File: config.mk
export PLATFORM = sky130hd
export DESIGN_NAME = exe_div_unit
export DESIGN_NICKNAME = d
export VERILOG_FILES = /design/src/rtl/exe_div_unit_pkg.sv /design/src/rtl/exe_div_unit.sv
export SDC_FILE = /design/constraint.sdc
export NUM_CORES = 1
export LEC_CHECK = 0
export CORE_MARGIN = 2
export CORE_UTILIZATION = 48
export CTS_CLUSTER_SIZE = 8
export DETAILED_ROUTE_END_ITERATION = 8
export PLACE_DENSITY = 0.71
export REMOVE_ABC_BUFFERS = 1
export SLEW_MARGIN = 5
export SYNTH_ARGS = -nofsm -noshare
export SYNTH_HDL_FRONTEND = slang
export SYNTH_SLANG_ARGS = --single-unit
File: constraint.sdc
create_clock -name clk -period 3.8 [get_ports clk]
set_input_delay 0.38 -clock clk [delete_from_list [all_inputs] [get_ports clk]]
set_output_delay 0.38 -clock clk [all_outputs]
set_load 0.01 [all_outputs]
File: src/rtl/exe_div_unit_pkg.sv
// Shared types for the EXE-stage divider: FSM state encoding, the request
// bundle ID builds from OP_DIV/OP_DIVU, and the default operand width.
package exe_div_unit_pkg;

    localparam int DIV_DATA_W = 32;

    typedef enum logic [1:0] {
        DIV_IDLE,
        DIV_CALC,
        DIV_FIX,
        DIV_DONE
    } div_state_e;

    typedef struct packed {
        logic start;
        logic is_signed;
    } div_req_t;

endpackage

File: src/rtl/exe_div_unit.sv
// Multi-cycle radix-2 restoring divider for DIV/DIVU (LO=quotient, HI=remainder).
// Signed operands are reduced to unsigned magnitudes, divided over DATA_W
// iterations, then sign-corrected in a single fix-up cycle. div_busy stalls the
// front end while CALC/FIX run; div_done pulses for one cycle with the results.
// Optional build macro: DIV_FAST_ZERO_EN -- a zero dividend or zero divisor
// completes in one cycle without entering CALC/FIX.
module exe_div_unit
    import exe_div_unit_pkg::*;
#(
    parameter int DATA_W = DIV_DATA_W
) (
    input  logic              clk,
    input  logic              rst,
    input  logic              div_flush,
    input  logic              div_start,
    input  logic              div_signed,
    input  logic [DATA_W-1:0] dividend,
    input  logic [DATA_W-1:0] divisor,
    output logic              div_busy,
    output logic              div_done,
    output logic [DATA_W-1:0] quotient,
    output logic [DATA_W-1:0] remainder
);

    localparam int              CNT_W    = (DATA_W > 1) ? $clog2(DATA_W) : 1;
    localparam logic [CNT_W-1:0] CNT_LAST = CNT_W'(DATA_W - 1);

    div_state_e        state_q, state_d;
    logic [CNT_W-1:0]  cnt_q, cnt_d;
    logic [DATA_W-1:0] dq_q, dq_d;      // dividend bits leave at the MSB, quotient bits enter at the LSB
    logic [DATA_W-1:0] rem_q, rem_d;    // partial remainder, always < |divisor|
    logic [DATA_W-1:0] dsr_q, dsr_d;    // |divisor|
    logic              q_neg_q, q_neg_d;
    logic              r_neg_q, r_neg_d;
    logic              dbz_q, dbz_d;
    logic [DATA_W-1:0] quot_q, quot_d;
    logic [DATA_W-1:0] remr_q, remr_d;

    div_req_t          req;
    logic              accept;
    logic              fast_zero;
    logic              dvd_neg, dsr_neg;
    logic [DATA_W-1:0] dvd_abs, dsr_abs;
    logic [DATA_W:0]   shifted;
    logic [DATA_W:0]   diff;
    logic              borrow;
    logic              unused_diff_msb;

    assign req = '{start: div_start, is_signed: div_signed};

    // Operand conditioning and the single iteration step of the restoring divide.
    always_comb begin
        dvd_neg = req.is_signed & dividend[DATA_W-1];
        dsr_neg = req.is_signed & divisor[DATA_W-1];
        // -(-2^(W-1)) wraps to 2^(W-1), which is exactly the unsigned magnitude wanted.
        dvd_abs = dvd_neg ? -dividend : dividend;
        dsr_abs = dsr_neg ? -divisor : divisor;
        accept  = req.start & ~div_flush & ((state_q == DIV_IDLE) | (state_q == DIV_DONE));
`ifdef DIV_FAST_ZERO_EN
        fast_zero = (dividend == '0) | (divisor == '0);
`else
        fast_zero = 1'b0;
`endif
        shifted          = {rem_q, dq_q[DATA_W-1]};
        {borrow, diff}   = {1'b0, shifted} - {2'b00, dsr_q};
        // diff[DATA_W] is always zero whenever the subtraction is kept.
        unused_diff_msb  = diff[DATA_W];
    end

    // Next-state logic; flush overrides everything, including a same-cycle start.
    always_comb begin
        state_d = state_q;
        if (div_flush) begin
            state_d = DIV_IDLE;
        end else begin
            unique case (state_q)
                DIV_IDLE, DIV_DONE: state_d = req.start ? (fast_zero ? DIV_DONE : DIV_CALC) : DIV_IDLE;
                DIV_CALC:           state_d = (cnt_q == CNT_LAST) ? DIV_FIX : DIV_CALC;
                DIV_FIX:            state_d = DIV_DONE;
                default:            state_d = DIV_IDLE;
            endcase
        end
    end

    // Moore outputs decoded from the current state.
    always_comb begin
        div_busy = (state_q == DIV_CALC) | (state_q == DIV_FIX);
        div_done = (state_q == DIV_DONE);
    end

    // Datapath next values: load on accept, iterate in CALC, sign-fix and publish in FIX.
    always_comb begin
        // NOTE: every _d starts from its _q so no path through this block leaves a value unassigned (no latches).
        cnt_d   = cnt_q;
        dq_d    = dq_q;
        rem_d   = rem_q;
        dsr_d   = dsr_q;
        q_neg_d = q_neg_q;
        r_neg_d = r_neg_q;
        dbz_d   = dbz_q;
        quot_d  = quot_q;
        remr_d  = remr_q;
        if (accept) begin
            cnt_d   = '0;
            dq_d    = dvd_abs;
            rem_d   = '0;
            dsr_d   = dsr_abs;
            q_neg_d = dvd_neg ^ dsr_neg;
            r_neg_d = dvd_neg;
            dbz_d   = (divisor == '0);
            if (fast_zero) begin
                // Divisor zero takes priority, so 0/0 matches the slow path result.
                quot_d = (divisor == '0) ? '1 : '0;
                remr_d = dividend;
            end
        end else if (!div_flush && state_q == DIV_CALC) begin
            cnt_d = cnt_q + CNT_W'(1);
            if (borrow) begin
                rem_d = shifted[DATA_W-1:0];
                dq_d  = {dq_q[DATA_W-2:0], 1'b0};
            end else begin
                rem_d = diff[DATA_W-1:0];
                dq_d  = {dq_q[DATA_W-2:0], 1'b1};
            end
        end else if (!div_flush && state_q == DIV_FIX) begin
            // A zero divisor leaves all-ones in dq already; forcing it ignores the sign flip.
            quot_d = dbz_q ? '1 : (q_neg_q ? -dq_q : dq_q);
            remr_d = r_neg_q ? -rem_q : rem_q;
        end
    end

    // State and datapath registers; reset clears everything immediately.
    always_ff @(posedge clk or negedge rst) begin
        if (!rst) begin
            state_q <= DIV_IDLE;
            cnt_q   <= '0;
            dq_q    <= '0;
            rem_q   <= '0;
            dsr_q   <= '0;
            q_neg_q <= 1'b0;
            r_neg_q <= 1'b0;
            dbz_q   <= 1'b0;
            quot_q  <= '0;
            remr_q  <= '0;
        end else begin
            // NOTE: non-blocking assignments so every flop samples pre-edge values.
            state_q <= state_d;
            cnt_q   <= cnt_d;
            dq_q    <= dq_d;
            rem_q   <= rem_d;
            dsr_q   <= dsr_d;
            q_neg_q <= q_neg_d;
            r_neg_q <= r_neg_d;
            dbz_q   <= dbz_d;
            quot_q  <= quot_d;
            remr_q  <= remr_d;
        end
    end

    assign quotient  = quot_q;
    assign remainder = remr_q;

endmodule

# Yosys cells after proc, flatten, opt, wreduce, memory -nomap -nowiden
# Index checks and enable logic that the tools add are counted.
# classes
n_eq_ne	4
n_addsub	6
reduce_logical	8
bitwise_logic	10
muxes	17
# op_table
operator	count
two-way mux 32 bit	10
negation 32 bit	4
subtractor 33 x 32 -> 34 bit	1
logical NOT 32 bit	1
two-way mux 5 bit	2
one-hot mux 2 bit (3 select lines)	1
adder 5 x 1 -> 5 bit (second input constant)	1
== test 5 bit (second input constant)	1
bitwise AND 1 bit	4
== test 2 bit (second input constant)	2
two-way mux 2 bit	2
NOT 1 bit	3
AND reduction 3 bit	1
== test 2 x 1 -> 1 bit (second input constant)	1
logical AND 1 bit	2
logical NOT 2 bit	1
two-way mux 1 bit	2
bitwise OR 1 bit	2
nonzero test 2 bit	1
OR reduction 2 bit	1
logical NOT 1 bit	1
bitwise XOR 1 bit	1
# word_totals
reg_bits	170
wordCells	55
out_inout_bits	66

# Logic depth before layout (Yosys ltp)
# Gate-level depths: netlist (run 1).
# logic_depth
ltp_word	5
depth_mapped	14
mapped_depth_nobuf	12

# Worst setup path after synthesis (run 1)
# Ideal clock, no wire load.
# synth_path
path_kind	register -> register
from	register rem_q[20]
to	register rem_q[10]
n_path_buf	3
path_stages_with_launch	13
slack_ps	698
t_arrival_ps	2972
synth_period_minus_slack_ps	3102
required_ps	3670
cell_sequence	dfrtp_1 -> ha_1 -> clkbuf_1 -> nand4_1 -> or3_1 -> or3_1 -> a311oi_1 -> nor4_1 -> o21a_1 -> clkbuf_1 -> buf_2 -> a32oi_1 -> o21ai_0
# synth_via
elab_chain_len	4
# synth_rtl
item	line	rtl
start: declaration	exe_div_unit.sv:31	logic [DATA_W-1:0] rem_q, rem_d;
start signal: assignment	exe_div_unit.sv:150	rem_q <= rem_d;
subtractor 33 x 32 -> 34 bit	exe_div_unit.sv:65	{borrow, diff} = {1'b0, shifted} - {2'b00, dsr_q};
two-way mux 32 bit	exe_div_unit.sv:118	if (borrow) begin
two-way mux 32 bit	exe_div_unit.sv:116	end else if (!div_flush && state_q == DIV_CALC) begin
two-way mux 32 bit	exe_div_unit.sv:103	if (accept) begin
# Every way passes these cells. The select of a mux whose other input is x is not followed.
# A chain may end at the register's enable or synchronous reset.

# Final worst setup path (run 1)
# layout_path
from	register rem_q[6]
to	register rem_q[27]
# The elaborated chain is that of the path after synthesis.

==> flow_summary_export.csv, run 1 <==
group,metric,value,unit
run_status,run_status,"completed",
power_and_ir_drop,p_seq_share,42.9,%
timing,worst_case_hold_slack,0.0359,ns
clock_network,clkTransAtPathRegs,0.07,ns
worst_setup_path,worstPathBufferInverterCount,1,
worst_setup_path,slowest_stage,"sky130_fd_sc_hd__a221oi_1",
clock_network,clockRootBuffer,"sky130_fd_sc_hd__clkbuf_16",
synth,syn-instance-count,1245,
synth,most_instantiated_flip_flop_cell_in_the_synthesis_netlist,"sky130_fd_sc_hd__dfrtp_1",
timing,worst-slew-pin-transition,1.03,ns
synth,async_reset_ff_share,100,%
worst_setup_path,timing.critical_path.arrival,3.67,ns
worst_setup_path,r2r.worst_path.cells,10,
final_layout,layout_common_cells,"sky130_fd_sc_hd__dfrtp_1 (170), sky130_fd_sc_hd__o21ai_0 (168), sky130_fd_sc_hd__nand2_1 (141)",
die,core,21900,um2
worst_setup_path,worst-setup-path-type,"reg2reg",
placement,place.port_buffers,134,
power_and_ir_drop,pwr-share-comb,21.7,%
worst_setup_path,critical_path.cell_chain,"ha_1 -> and4_1 -> and3_1 -> a221oi_1 -> a311oi_1 -> nor4_1 -> o21a_1 -> buf_12 -> nand2b_1 -> o21ai_0",
global_routing,grt_max_degree,89,
die,die_height,154,um
clock_network,clock_tree_from_tritoncts,"yes",
route,drtAntennaViolNets,0,
global_routing,grt_usage,24.0,%
clock_network,cts_hold_buf,0,
final_layout,areaGrowthSynthToFinish,21.1,%
timing,unrepaired_setup_endpoints_after_global_routing,"false",
synth,yosysSeqAreaShare,39.6,%
synth,synth_enable_flop_cells,0,
timing,worst_slew_margin_rel,31.2,%
synth,mean_area_per_synthesized_cell,8.62,um2
route,detail_route.first_pass.iterations,5,
global_routing,globalRouteOverflowTotal,0,
global_routing,antenna_violations_before_repair,2,
clock_network,cts_buffer_depth,2,
route,detailroute.via_count,9426,
route,drt_first_iter_violations,636,
clock_network,cts_made_buffers,17,
die,die_w,154,um
placement,hpwlAfterDp,20.0,mm
power_and_ir_drop,total_switching_power,0.00159,W
timing,worst_clock_skew,0.0112,ns
power_and_ir_drop,power.internal,0.00346,W
power_and_ir_drop,cellPowerDensity,388,nW/um2
timing,setup_viol_count_final,0,
worst_setup_path,data_required_time_of_the_critical_path,4.09,ns
placement,final_weighted_congestion_of_routability_driven_global_placement,0.912,
power_and_ir_drop,clock_power_share,35.4,%
timing,achievable-frequency,0.296,GHz
synth,ys.warnings.count,0,
timing,timing.final.ws_setup,0.421,ns
global_routing,number_of_global_route_vias_before_repair,9118,
final_layout,num-nets-final,1466,
worst_setup_path,worstPathMaxFanout,25,
global_routing,grt_first_pass_wirelength,46.1,mm
synth,synth.distinct_cells,57,
timing,final_min_period_over_clock_period,88.9,%
final_layout,layout.cells.most_common,"sky130_fd_sc_hd__dfrtp_1",
timing,final_period_minus_worst_setup_slack,3.38,ns
route,wirelength,27.7,mm
worst_setup_path,setup.worst_path.start_class,"register",
die,fp-row-count,54,
clock_network,cts_setup_buffers,0,
route,post_detailed_route_drc_marker_count,0,
synth,synth_largest_area_cell,"sky130_fd_sc_hd__dfrtp_1",
power_and_ir_drop,ir_worst_vdd,0.000256,V
clock_network,cts-resized-gates,0,
route,vias_per_cell,5.71,
flow_run,max_cap_violations,0,
die,dieArea,23600,um2
die,initial_utilization,49.0,%
power_and_ir_drop,p_leak,5.74,nW
die,ioPinCount,135,
worst_hold_path,timing.hold.worst.class,"in2async",
clock_network,cts_max_level,4,
final_layout,drive_gt1_share,5.34,%
timing,final_hold_viol_count,0,
clock_network,clkLatencyLatePin,0.43,ns
worst_setup_path,setup.reg_to_reg.worst_slack,0.42,ns
worst_setup_path,timing.rr.end,"rem_q[27]",
synth,post_synth_instance_area,10700,um2
synth,synth.area.top_cells,"sky130_fd_sc_hd__dfrtp_1 (40%), sky130_fd_sc_hd__o21ai_0 (7.8%), sky130_fd_sc_hd__xor2_1 (7.3%), sky130_fd_sc_hd__nand2_1 (4.9%), sky130_fd_sc_hd__ha_1 (4.8%)",
power_and_ir_drop,netSwitchingFraction,31.5,%
timing,slew_violations,0,
route,wire_per_inst,16.8,um
synth,synth_largest_type_area_fraction,39.6,%
worst_setup_path,worst_setup_path_end_kind,"register",
timing,setup-tns-final,0,ns
worst_setup_path,cp_slowest_stage_delay,0.50,ns
synth,synth_seq_cells,170,
clock_network,cts_num_sinks,170,
worst_setup_path,r2r_start,"rem_q[6]",
worst_setup_path,cpLargestDelayFamily,"simple AND/OR/NAND/NOR gates",
placement,place_worst_setup_slack,0.482,ns
-- area by class of cell --
class,count,area (um2)
Clock buffer,18,439
Antenna cell,2,5.00
Multi-Input combinational cell,960,6070
Sequential cell,170,4250
Clock inverter,14,163
Tap cell,280,350
Inverter,50,188
Timing Repair Buffer,156,1530
Fill cell,1971,8890
-- cell families after synthesis --
logic type               after synthesis  synth area share [%]
buffers and inverters                115                  4.06
AO/OA/AOI/OAI                        413                  23.1
adder cells (fa/ha/maj)               42                  4.97
XOR/XNOR                             146                  11.9
AND/OR/NAND/NOR                      348                  15.3
multiplexers                          11                  1.03
flip-flops                           170                  39.6
-- power by group through the flow --
stage               Clock [W]  Sequential [W]  Combinational (W)
finish                0.00179         0.00216            0.00109
global route          0.00191         0.00219            0.00123
global placement            0         0.00219            0.00107
CTS                   0.00182         0.00216            0.00110
detailed placement          0         0.00219            0.00109
floorplan                   0         0.00215           0.000704
-- metrics by stage --
| stage | instances | util (%) | area, um2 | power [W] |
|---|---|---|---|---|
| 5_1_grt | 1650 | 59.4 | 13000 | 0.00533 |
| 4_1_cts | 1648 | 59.4 | 13000 | 0.00507 |
| 3_3_place_gp | 1616 | 56.6 | 12400 | 0.00326 |
| 3_5_place_dp | 1616 | 56.6 | 12400 | 0.00328 |
| 6_report | 1650 | 59.4 | 13000 | 0.00505 |
| 2_1_floorplan | 1180 | - | 10500 | 0.00286 |
-- sequential cells by signal, indices dropped and copies added (netlist names), 2 cells and up --
signal,flops
remainder,32
quotient,32
state_q,2
rem_q,32
dsr_q,32
dq_q,32
cnt_q,5
-- cells in the mapped netlist (2+ instances only) --
cell type / instances
sky130_fd_sc_hd__dfrtp_1: 170
sky130_fd_sc_hd__o21ai_0: 168
sky130_fd_sc_hd__nand2_1: 141
sky130_fd_sc_hd__a21oi_1: 97
sky130_fd_sc_hd__nor2_1: 92
sky130_fd_sc_hd__xor2_1: 90
sky130_fd_sc_hd__clkbuf_1: 58
sky130_fd_sc_hd__xnor2_1: 56
sky130_fd_sc_hd__inv_1: 50
sky130_fd_sc_hd__ha_1: 41
sky130_fd_sc_hd__a22oi_1: 28
sky130_fd_sc_hd__o31ai_1: 26
sky130_fd_sc_hd__a21o_1: 20
sky130_fd_sc_hd__o41ai_1: 17
sky130_fd_sc_hd__or3_1: 14
sky130_fd_sc_hd__or4_1: 14
sky130_fd_sc_hd__nor3_1: 13
sky130_fd_sc_hd__a31oi_1: 11
sky130_fd_sc_hd__mux2i_1: 11
sky130_fd_sc_hd__nand3_1: 10
sky130_fd_sc_hd__nor4_1: 10
sky130_fd_sc_hd__a32oi_1: 9
sky130_fd_sc_hd__nand2b_1: 9
sky130_fd_sc_hd__and3_1: 7
sky130_fd_sc_hd__nor2b_1: 7
sky130_fd_sc_hd__and2_1: 6
sky130_fd_sc_hd__nand4_1: 6
sky130_fd_sc_hd__o21a_1: 5
sky130_fd_sc_hd__a211oi_1: 4
sky130_fd_sc_hd__buf_1: 4
sky130_fd_sc_hd__a22o_1: 3
sky130_fd_sc_hd__a31o_2: 3
sky130_fd_sc_hd__buf_2: 3
sky130_fd_sc_hd__nand3b_1: 3
sky130_fd_sc_hd__nor3b_1: 3
sky130_fd_sc_hd__o211ai_1: 3
sky130_fd_sc_hd__o21ai_1: 3
sky130_fd_sc_hd__o21bai_1: 3
sky130_fd_sc_hd__or2_2: 3
sky130_fd_sc_hd__or4_4: 3
sky130_fd_sc_hd__a2111oi_0: 2
sky130_fd_sc_hd__a21boi_0: 2
sky130_fd_sc_hd__a221oi_1: 2
sky130_fd_sc_hd__o31a_1: 2
-- per-layer routing --
| layer | wire length (um) | GRT usage (%) | up-vias |
|---|---|---|---|
| li1 | - | - | 4659 |
| met1 | 13000 | 34.3 | 4470 |
| met2 | 12700 | 37.8 | 267 |
| met3 | 1360 | 3.75 | 30 |
| met4 | 589 | 7.21 | 0 |
| met5 | 0 | 0 | - |
-- how the worst max path moves through the flow --
stage / startpoint / endpoint / slack [ns] / cells after the start
floorplan: state_q[0] / quotient[26] / -2.41 / 7
global placement: dividend[2] / dq_q[29] / 0.57 / 10
detailed placement: rem_q[6] / dq_q[0] / 0.48 / 10
CTS: rem_q[20] / rem_q[24] / 0.46 / 10
global route: rem_q[20] / rem_q[9] / 0.16 / 10
finish: rem_q[6] / rem_q[27] / 0.42 / 10
Power figures use the tool's default switching activity.
==> run 2, diff against run 1 <==
--- a/config.mk
+++ b/config.mk
@@ -5,8 +5,9 @@
 export SDC_FILE = /design/constraint.sdc
 export NUM_CORES = 1
 export LEC_CHECK = 0
-export CORE_MARGIN = 2
+export CORE_MARGIN = 1
 export CORE_UTILIZATION = 48
+export CTS_CLUSTER_DIAMETER = 150
 export CTS_CLUSTER_SIZE = 8
 export DETAILED_ROUTE_END_ITERATION = 8
 export PLACE_DENSITY = 0.71
==> run 2 against run 1 <==
  * Clock-buffer cell count shrank 1
  * Clock skew shrank 0.0025 ns
  * Clock power shrank 3%
  * Core utilization shrank 0.18 points
  * Fmax shrank 0.74%
  * Setup slack lost 0.025 ns
==> flow_summary_export.csv, run 2 (synthesized netlist as in run 1, its figures left out) <==
group,metric,value,unit
worst_setup_path,critical_path.cell_chain,"ha_1 -> and4_1 -> and3_1 -> a221oi_1 -> a311oi_1 -> nor4_1 -> o21a_1 -> buf_4 -> a211oi_1 -> a21oi_1 -> o21ai_0",
timing,worst_clock_skew,0.00874,ns
worst_setup_path,data_required_time_of_the_critical_path,4.10,ns
route,post_detailed_route_drc_marker_count,0,
final_layout,layout.cells.most_common,"sky130_fd_sc_hd__dfrtp_1",
worst_setup_path,setup.worst_path.start_class,"register",
final_layout,design_area,13000,um2
clock_network,cts-resized-gates,0,
timing,final_hold_viol_count,0,
clock_network,clockRootBuffer,"sky130_fd_sc_hd__clkbuf_16",
route,drt_first_iter_violations,659,
die,fp-row-count,54,
placement,hpwlAfterDp,20.0,mm
clock_network,cts_buffer_depth,2,
worst_setup_path,cp_slowest_stage_delay,0.57,ns
final_layout,final.fill_count,1983,
global_routing,grt_usage,25.2,%
placement,place.port_buffers,134,
worst_setup_path,worstPathBufferInverterCount,1,
power_and_ir_drop,finalPower,0.00499,W
clock_network,cts_hold_buf,0,
clock_network,cts_max_level,4,
worst_setup_path,worst_setup_path_end_kind,"register",
timing,final_period_minus_worst_setup_slack,3.40,ns
power_and_ir_drop,cellPowerDensity,385,nW/um2
timing,setup-tns-final,0,ns
die,initial_utilization,49.0,%
clock_network,cts_setup_buffers,0,
route,vias_per_cell,5.75,
final_layout,num-nets-final,1466,
die,dieArea,23000,um2
final_layout,antenna_cells,0,
global_routing,number_of_global_route_vias_before_repair,8983,
timing,worst_slew_margin_rel,21.9,%
route,wirelength,27.7,mm
worst_setup_path,timing.rr.end,"rem_q[3]",
global_routing,grt_max_degree,90,
run_status,run_status,"completed",
route,detail_route.first_pass.iterations,5,
placement,detailed_place.area,12400,um2
clock_network,clock_tree_from_tritoncts,"yes",
timing,slew_violations,0,
timing,achievable-frequency,0.294,GHz
timing,final_min_period_over_clock_period,89.6,%
timing,unrepaired_setup_endpoints_after_global_routing,"false",
flow_run,max_cap_violations,0,
worst_setup_path,setup.reg_to_reg.worst_slack,0.40,ns
final_layout,fin_util,59.2,%
worst_setup_path,worst-setup-path-type,"reg2reg",
route,drtAntennaViolNets,0,
global_routing,globalRouteOverflowTotal,0,
route,wire_per_inst,16.8,um
final_layout,areaGrowthSynthToFinish,20.7,%
timing,setup_viol_count_final,0,
worst_setup_path,r2r_start,"rem_q[6]",
final_layout,layout_common_cells,"sky130_fd_sc_hd__dfrtp_1 (170), sky130_fd_sc_hd__o21ai_0 (168), sky130_fd_sc_hd__nand2_1 (141)",
die,die_height,152,um
worst_setup_path,r2r.worst_path.cells,11,
die,core,21900,um2
worst_setup_path,worstPathMaxFanout,26,
power_and_ir_drop,ir_worst_vdd,0.000249,V
route,detailroute.via_count,9478,
clock_network,clkTransAtPathRegs,0.07,ns
worst_setup_path,cpLargestDelayFamily,"compound AO/OA/AOI/OAI gates",
clock_network,clkLatencyLatePin,0.44,ns
die,ioPinCount,135,
worst_setup_path,timing.critical_path.arrival,3.71,ns
die,die_w,152,um
final_layout,drive_gt1_share,5.34,%
global_routing,antenna_violations_before_repair,0,
global_routing,grt_first_pass_wirelength,45.4,mm
timing,worst-slew-pin-transition,1.17,ns
power_and_ir_drop,p_leak,5.73,nW
worst_setup_path,levels_on_crit_path,11,
clock_network,cts_made_buffers,17,
clock_network,cts_num_sinks,170,
worst_hold_path,timing.hold.worst.class,"in2async",
worst_setup_path,slowest_stage,"sky130_fd_sc_hd__a221oi_1",
placement,final_weighted_congestion_of_routability_driven_global_placement,0.935,
[run 2: changes by cell type in the layout (fill, tap and decap cells not counted), sizes merged]
cell / delta
clkinv: -1
inv: +7
bufinv: -2
clkbuf: -1
clkinvlp: -3
diode: -2
[run 2: how the worst max path moves through the flow]
| stage | startpoint | endpoint |
|---|---|---|
| floorplan | state_q[0] | quotient[26] |
| global route | rem_q[6] | rem_q[14] |
| CTS | rem_q[20] | rem_q[3] |
| global placement | divisor[2] | dsr_q[29] |
| detailed placement | dividend[2] | dq_q[28] |
| finish | rem_q[6] | rem_q[3] |
[run 2: layout make-up]
cell class | instances | area (um2) | share of cell area, %
multi-input combinational | 960 | 6070 | 46.8
sequential | 170 | 4250 | 32.8
inverter | 50 | 188 | 1.45
clock inverter | 15 | 154 | 1.19
clock buffer | 17 | 425 | 3.28
tap | 280 | 350 | 2.70
timing repair buffer | 156 | 1520 | 11.7
[run 2: worst register-to-register path, stage by stage, from the launching register on]
cell	delay, ns
sky130_fd_sc_hd__dfrtp_1	0.44
sky130_fd_sc_hd__ha_1	0.39
sky130_fd_sc_hd__and4_1	0.27
sky130_fd_sc_hd__and3_1	0.21
sky130_fd_sc_hd__a221oi_1	0.57
sky130_fd_sc_hd__a311oi_1	0.22
sky130_fd_sc_hd__nor4_1	0.35
sky130_fd_sc_hd__o21a_1	0.20
sky130_fd_sc_hd__buf_4	0.32
sky130_fd_sc_hd__a211oi_1	0.10
sky130_fd_sc_hd__a21oi_1	0.12
sky130_fd_sc_hd__o21ai_0	0.09
[run 2: report_power, final]
group | internal, W | leakage, nW | switching, W
Combinational | 0.000486 | 3.19 | 0.000614
Sequential | 0.00197 | 2.26 | 0.000192
Clock | 0.000880 | 0.284 | 0.000847
Total | 0.00333 | 5.73 | 0.00165
[run 2: per-layer routing]
| metal | wire length, um | vias up | track usage [%] |
|---|---|---|---|
| met3 | 1250 | 43 | 3.65 |
| met1 | 13000 | 4525 | 34.7 |
| li1 | - | 4657 | - |
| met2 | 12900 | 253 | 40.3 |
| met5 | 0 | - | 0 |
| met4 | 617 | 0 | 8.66 |
[run 2: stage by stage]
step / hold slack [ns] / worst slack, ns / cells
after global placement: 0.459 / 0.526 / 1616
after global routing: 0.0734 / 0.112 / 1648
after CTS: 0.0537 / 0.503 / 1648
after detailed placement: 0.469 / 0.446 / 1616
final: 0.00134 / 0.396 / 1648
after floorplan: 0.0844 / -2.41 / 1180
